File: src/rtl/button_event_parser.sv
// Multi-channel button front end: per-channel two-flop synchronizer,
// tick-sampled saturating debouncer and a press / release / long-press /
// auto-repeat event FSM. All channels share one free-running sample tick.
// The release and repeat outputs are named release_pulse and repeat_pulse
// because "release" and "repeat" are reserved words in SystemVerilog.
module button_event_parser #(
    parameter int SIGNAL_WIDTH     = 1,
    parameter int SAMPLE_CNT_MAX   = 62500,
    parameter int PULSE_CNT_MAX    = 200,
    parameter int LONG_PRESS_TICKS = 25000,
    parameter int REPEAT_TICKS     = 5000,
    parameter int REPEAT_EN        = 1
) (
    input  logic                    clk,
    input  logic                    rst,
    input  logic [SIGNAL_WIDTH-1:0] in,
    output logic [SIGNAL_WIDTH-1:0] level,
    output logic [SIGNAL_WIDTH-1:0] press,
    output logic [SIGNAL_WIDTH-1:0] release_pulse,
    output logic [SIGNAL_WIDTH-1:0] long_press,
    output logic [SIGNAL_WIDTH-1:0] repeat_pulse
);

    localparam int TW   = (SAMPLE_CNT_MAX > 1) ? $clog2(SAMPLE_CNT_MAX) : 1;
    localparam int DW   = $clog2(PULSE_CNT_MAX + 1);
    localparam int HMAX = (LONG_PRESS_TICKS > REPEAT_TICKS) ? LONG_PRESS_TICKS : REPEAT_TICKS;
    localparam int HW   = $clog2(HMAX + 1);

    localparam logic [TW-1:0] TICK_LAST = TW'(SAMPLE_CNT_MAX - 1);
    localparam logic [DW-1:0] D_MAX     = DW'(PULSE_CNT_MAX);
    localparam logic [HW-1:0] H_LONG    = HW'(LONG_PRESS_TICKS);
    localparam logic [HW-1:0] H_REP     = HW'(REPEAT_TICKS);

    localparam logic [1:0] ST_IDLE = 2'd0;
    localparam logic [1:0] ST_HELD = 2'd1;
    localparam logic [1:0] ST_LONG = 2'd2;

    logic [SIGNAL_WIDTH-1:0] sync1;
    logic [SIGNAL_WIDTH-1:0] sync2;
    logic [TW-1:0]           tick_cnt;
    logic                    tick;
    logic [DW-1:0]           dcnt     [SIGNAL_WIDTH];
    logic [DW-1:0]           dcnt_nxt [SIGNAL_WIDTH];
    logic [1:0]              state    [SIGNAL_WIDTH];
    logic [HW-1:0]           hcnt     [SIGNAL_WIDTH];
    logic [HW-1:0]           hcnt_inc [SIGNAL_WIDTH];

    // Two-flop synchronizer bringing the raw buttons into the clk domain.
    always_ff @(posedge clk) begin
        // NOTE: sequential state uses non-blocking assignments so every flop
        // samples the pre-edge value of its source, giving a true 2-stage lag.
        if (rst) begin
            sync1 <= '0;
            sync2 <= '0;
        end else begin
            sync1 <= in;
            sync2 <= sync1;
        end
    end

    // Free-running sample-tick divider shared by every channel.
    always_ff @(posedge clk) begin
        if (rst) begin
            tick_cnt <= '0;
        end else if (tick) begin
            tick_cnt <= '0;
        end else begin
            tick_cnt <= tick_cnt + 1'b1;
        end
    end

    assign tick = (tick_cnt == TICK_LAST);

    // Next debounce count: cleared by any low sample, counts high ticks up to saturation.
    always_comb begin
        for (int i = 0; i < SIGNAL_WIDTH; i++) begin
            // NOTE: default first, so no path leaves dcnt_nxt unassigned and no latch is inferred.
            dcnt_nxt[i] = dcnt[i];
            if (!sync2[i]) begin
                dcnt_nxt[i] = '0;
            end else if (tick && (dcnt[i] != D_MAX)) begin
                dcnt_nxt[i] = dcnt[i] + 1'b1;
            end
        end
    end

    // Debounce counters and debounced level; level always equals (dcnt == max).
    always_ff @(posedge clk) begin
        for (int i = 0; i < SIGNAL_WIDTH; i++) begin
            // NOTE: these per-channel arrays are control state, not storage,
            // so every element is reset explicitly inside the loop.
            if (rst) begin
                dcnt[i]  <= '0;
                level[i] <= 1'b0;
            end else begin
                dcnt[i]  <= dcnt_nxt[i];
                level[i] <= (dcnt_nxt[i] == D_MAX);
            end
        end
    end

    // Incremented hold count used for the threshold compares.
    always_comb begin
        for (int i = 0; i < SIGNAL_WIDTH; i++) begin
            hcnt_inc[i] = hcnt[i] + 1'b1;
        end
    end

    // Event FSM per channel; a falling level has priority over any tick threshold.
    always_ff @(posedge clk) begin
        for (int i = 0; i < SIGNAL_WIDTH; i++) begin
            press[i]         <= 1'b0;
            release_pulse[i] <= 1'b0;
            long_press[i]    <= 1'b0;
            repeat_pulse[i]  <= 1'b0;
            if (rst) begin
                state[i] <= ST_IDLE;
                hcnt[i]  <= '0;
            end else begin
                case (state[i])
                    ST_IDLE: begin
                        if (level[i]) begin
                            press[i] <= 1'b1;
                            hcnt[i]  <= '0;
                            state[i] <= ST_HELD;
                        end
                    end
                    ST_HELD: begin
                        if (!level[i]) begin
                            release_pulse[i] <= 1'b1;
                            hcnt[i]          <= '0;
                            state[i]         <= ST_IDLE;
                        end else if (tick) begin
                            if (hcnt_inc[i] == H_LONG) begin
                                long_press[i] <= 1'b1;
                                hcnt[i]       <= '0;
                                state[i]      <= ST_LONG;
                            end else begin
                                hcnt[i] <= hcnt_inc[i];
                            end
                        end
                    end
                    ST_LONG: begin
                        if (!level[i]) begin
                            release_pulse[i] <= 1'b1;
                            hcnt[i]          <= '0;
                            state[i]         <= ST_IDLE;
                        end else if (tick) begin
                            if (hcnt_inc[i] == H_REP) begin
                                repeat_pulse[i] <= (REPEAT_EN != 0);
                                hcnt[i]         <= '0;
                            end else begin
                                hcnt[i] <= hcnt_inc[i];
                            end
                        end
                    end
                    default: begin
                        state[i] <= ST_IDLE;
                        hcnt[i]  <= '0;
                    end
                endcase
            end
        end
    end

endmodule

File: config.mk
export PLATFORM = sky130hd
export DESIGN_NAME = button_event_parser
export DESIGN_NICKNAME = d
export VERILOG_FILES = /design/src/rtl/button_event_parser.sv
export SDC_FILE = /design/constraint.sdc
export NUM_CORES = 1
export LEC_CHECK = 0
export CORE_MARGIN = 2
export CORE_UTILIZATION = 30
export DETAILED_ROUTE_END_ITERATION = 10
export PLACE_DENSITY = 0.55
export SLEW_MARGIN = 20
export SYNTH_ARGS = -nofsm -noshare
export SYNTH_HDL_FRONTEND = slang
export SYNTH_SLANG_ARGS = --single-unit
File: constraint.sdc
create_clock -name clk -period 7.6 [get_ports clk]
set_input_delay 0.76 -clock clk [delete_from_list [all_inputs] [get_ports clk]]
set_output_delay 0.76 -clock clk [all_outputs]
set_load 0.05 [all_outputs]
# Yosys cells after proc, flatten, opt, wreduce, memory -nomap -nowiden
# Memory sizes are Yosys's and may differ from the RTL's.
# Cells that the tools add are included.
[totals]
regBits = 23
ram_bits = 25
memories = 3
[memory_table]
columns = ["name", "words", "width", "rd", "rd_ports_with_merged_regs", "write_ports", "line", "rtl"]
rows = [
  ["hcnt", 1, 15, 1, 0, 1, "45", "logic [HW-1:0] hcnt [SIGNAL_WIDTH];"],
  ["dcnt", 1, 8, 1, 0, 1, "42", "logic [DW-1:0] dcnt [SIGNAL_WIDTH];"],
  ["state", 1, 2, 1, 0, 1, "44", "logic [1:0] state [SIGNAL_WIDTH];"],
]
[classes]
add_sub_neg = 3
eq_ne = 7
muxes = 71
bitwise = 1
n_reduce_logical = 20
[op_table]
columns = ["cell", "count"]
rows = [
  ["15-bit two-way mux", 8],
  ["15-bit OR reduction", 8],
  ["1-bit two-way mux", 55],
  ["8-bit two-way mux", 3],
  ["16-bit by 1-bit adder with 16-bit output, second input constant", 1],
  ["16-bit equality test, second input constant", 1],
  ["2-bit OR reduction", 8],
  ["15-bit by 1-bit adder with 15-bit output, second input constant", 1],
  ["15-bit by 13-bit equality test with 1-bit output, second input constant", 1],
  ["15-bit equality test, second input constant", 1],
  ["2-bit two-way mux", 5],
  ["8-bit by 1-bit adder with 8-bit output, second input constant", 1],
  ["8-bit equality test, second input constant", 1],
  ["8-bit inequality test, second input constant", 1],
  ["8-bit OR reduction", 1],
  ["3-bit OR reduction", 1],
  ["2-bit by 1-bit equality test with 1-bit output, second input constant", 1],
  ["2-bit equality test, second input constant", 1],
  ["2-bit logical NOT", 1],
  ["1-bit logical AND", 1],
  ["1-bit NOT", 1],
]

# Longest topological paths before layout
[depth]
depth_word = 15
ltp_mapped = 8
ltp_nobuf = 8

# Least setup slack after synthesis
# Ideal clock, no wire load.
[synth_timing]
path_type = "register -> register"
from = "mem hcnt[0][0] (netlist name)"
to = "mem hcnt[0][5] (netlist name), data pin"
setup_ps = 261
arrival_ps = 2302
required_ps = 7339
slack_ps = 5037
path_stages_with_launch = 9
n_path_buf = 1
period_less_slack_ps = 2563
cell_sequence = "edfxtp_1 ha_1 and4_4 and3_4 or3_1 a211o_2 o31ai_4 buf_6 a21oi_2"
[synth_rtl]
columns = ["item", "line"]
rows = [
  ["from (decl)", "45"],
]

==> results.toml <==
[yosys]
ys_ff_latch = 48
async_reset_ff_frac = 0
synthFlopType = "dfxtp_1"
synthTopCellsByCount = "dfxtp_1 (31), nor2_1 (29), xor2_1 (18), edfxtp_1 (17), xnor2_1 (17)"
syn_nets = 291
yosys_warnings = 0
synth.distinct_cells = 53
seq_area_frac_synth = 0.414
yosysTopAreaCell = "dfxtp_1"
postSynthAreaPerCell_sq_um = 9.75
synth_edf_count = 17
synthesis.instances = 280
synth_top_area_frac = 0.227
syn_area_sq_mm = 0.00273
yosysMostFrequentCell = "dfxtp_1"
synth_area_leaders = "dfxtp_1 (23%), edfxtp_1 (19%), xor2_1 (5.8%), xnor2_1 (5.5%), nor2_1 (4.0%)"

[drt]
routed_wl_um = 4950
drtIter0Drc = 88
dr_total_vias = 1972
drt-pass1-iter-count = 4
detail-route-antenna-nets = 0
wl_per_cell_um = 12.6
vias_per_cell = 5.03
drc = 0

[grt]
grt_pass1_vias = 1969
grt_overflow_total = 0
grt_use_total = 0.108
antenna_found_initial = 0
grt_pass1_wl_um = 8950
grt_max_degree = 16

[min_path]
hold_path_class = "register to register"

[floorplan]
die_h_um = 99.4
dieWidth_um = 99.4
start_util = 0.312
core.rowCount = 34
dieArea_sq_mm = 0.00988
core_area_sq_mm = 0.00876
io_pins = 8

[clock_tree]
worstSkewPairLatency_ns = 0.31
postCtsSetupBuffers = 0
root_buffer = "clkbuf_8"
cts.sinks = 48
ctsResizeCount = 0
cts.path.max_buffers = 2
cts_hold_buf = 0
cts.clk_slew.worst_paths_ns = 0.10
cts_max_level = 2
cts_buffers = 5
cts_tree = "built"

[cells_and_area]
final_util = 0.336
stdcell_count = 392
antennaDiodeCount = 0
drive_gt1_frac = 0.116
nFillCells = 920
nets = 294
synthToLayoutAreaGrowth_pct = 7.84

[power_and_ir_drop]
p_switching_mw = 0.127
p_per_area_mw_per_mm2 = 167
p_clk_frac = 0.333
combPwrFrac = 0.076
p_int_mw = 0.366
vdd_drop_max_v = 0.0000679
p_total_mw = 0.493
power.leakage_nw = 0.954
sequentialPowerShare = 0.592
switching_share = 0.257

[placement]
dp_worst_setup_slack_ns = 4.57
detailed_place_hpwl_um = 3510
placed_cells = 384
place_congestion = 0.824
numPortBuffers = 7

[timing]
final_hold_viol_count = 0
fin_crit_sh = 0.398
finalSetupViolCount = 0
finalCriticalPeriod_ns = 3.03
slew_headroom = 0.444
worstMarginPinSlew_ns = 0.834
fmax_mhz = 330
fin_ws_ns = 4.57
drv_slew = 0
finalClockSkew_ns = 0.0151
grt_setup_unrepaired = "false"
fin_setup_tns_ns = 0

[worst_setup_path]
critPathLaunchType = "register"
cp.arrival_ns = 3.05
crit_path_end_kind = "register"
crit_type = "register to register"
crit_required_ns = 7.63
crit_fanout = 14

[outcome]
status = "complete, no violations"

[run]
drv_cap = 0
## cell usage in the layout, fill, tap and decap left out, types with 2 or more instances in the layout
cell	netlist	final
or2_2	2	2
xor2_1	18	18
clkinvlp_4	0	2
a21oi_2	10	10
nor4_1	5	5
nor3_1	10	10
nor3b_1	5	5
nand2b_1	3	3
inv_1	9	9
clkbuf_8	1	6
nor4_2	2	2
nand3_1	14	14
o21ai_0	5	5
edfxtp_1	17	17
a22oi_1	2	2
nand2_1	16	16
clkdlybuf4s50_1	0	7
or3_1	5	5
o31ai_4	2	2
nor2_1	29	29
nor2b_1	4	4
dfxtp_1	31	31
nand4_1	9	9
mux2i_1	2	2
ha_1	8	8
and3_1	9	9
a21oi_1	8	8
xnor2_1	17	17
and4_4	2	2
and4_1	3	3
## routing by layer
metal,part of all wire,GRT usage
met5,0,0
met1,0.52,0.140
met2,0.45,0.184
met3,0.024,0.0239
met4,0.0097,0.0285
## power by group through the flow
stage | logic (mW) | registers [mW] | clock network [mW]
2_1_floorplan | 0.0340 | 0.293 | 0
3_3_place_gp | 0.0374 | 0.297 | 0
3_5_place_dp | 0.0374 | 0.297 | 0
4_1_cts | 0.0377 | 0.291 | 0.172
5_1_grt | 0.0423 | 0.294 | 0.183
6_report | 0.0373 | 0.292 | 0.164
## path summary, 6_finish.rpt
path,cells past startpoint,start,end,slack (ns)
worst max-delay path,7,hcnt[0][0]$_SDFFCE_PP0P_,hcnt[0][9]$_SDFFCE_PP0P_,4.57
worst min-delay path,1,tick_cnt[0]$_SDFF_PP0_,tick_cnt[0]$_SDFF_PP0_,0.44
worst max register to register,7,hcnt[0][0]$_SDFFCE_PP0P_,hcnt[0][9]$_SDFFCE_PP0P_,4.57
worst min register to register,1,tick_cnt[0]$_SDFF_PP0_,tick_cnt[0]$_SDFF_PP0_,0.44
## critical path, stage by stage (launching register included)
cell and delay, ns:
edfxtp_1 0.48, ha_1 0.33, and4_4 0.20, and3_4 0.17
or3_1 0.30, a211o_2 0.37, o31ai_4 0.76, a21oi_1 0.13
## metrics by stage
step                hold slack (ns)  area [sq um]
floorplan                     0.413          2730
global placement              0.426          2850
detailed placement            0.427          2850
CTS                           0.444          2940
global route                  0.473          2940
finish                        0.441          2940
## registers in the layout (all words and copies together) (netlist names), 2 cells and up
name      cells
tick_cnt     16
hcnt         15
dcnt          8
state         2
## kinds of logic (layout without fill, tap and decap cells)
family / count (synthesis) / in the layout / share of synthesized area
adders and majority gates: 8 / 8 / 0.0367
and+or+nand+nor: 126 / 126 / 0.261
xor gates and xnor gates: 36 / 36 / 0.118
AOI/OAI and AO/OA: 40 / 40 / 0.118
DFF: 48 / 48 / 0.414
buffers and inverters: 20 / 24 / 0.0449
muxes: 2 / 2 / 0.00733
## area by class of cell
| cell class | instances | area (sq um) | area share |
|---|---|---|---|
| clock buffers | 6 | 82.6 | 0.0280 |
| clock inverters | 2 | 15.0 | 0.00510 |
| flip-flops and latches | 48 | 1130 | 0.384 |
| well taps | 108 | 135 | 0.0459 |
| repair buffers | 7 | 70.1 | 0.0238 |
| inverters | 9 | 33.8 | 0.0115 |
| multi-input cells | 212 | 1480 | 0.501 |
No activity file was read; power rests on OpenSTA's default activity.
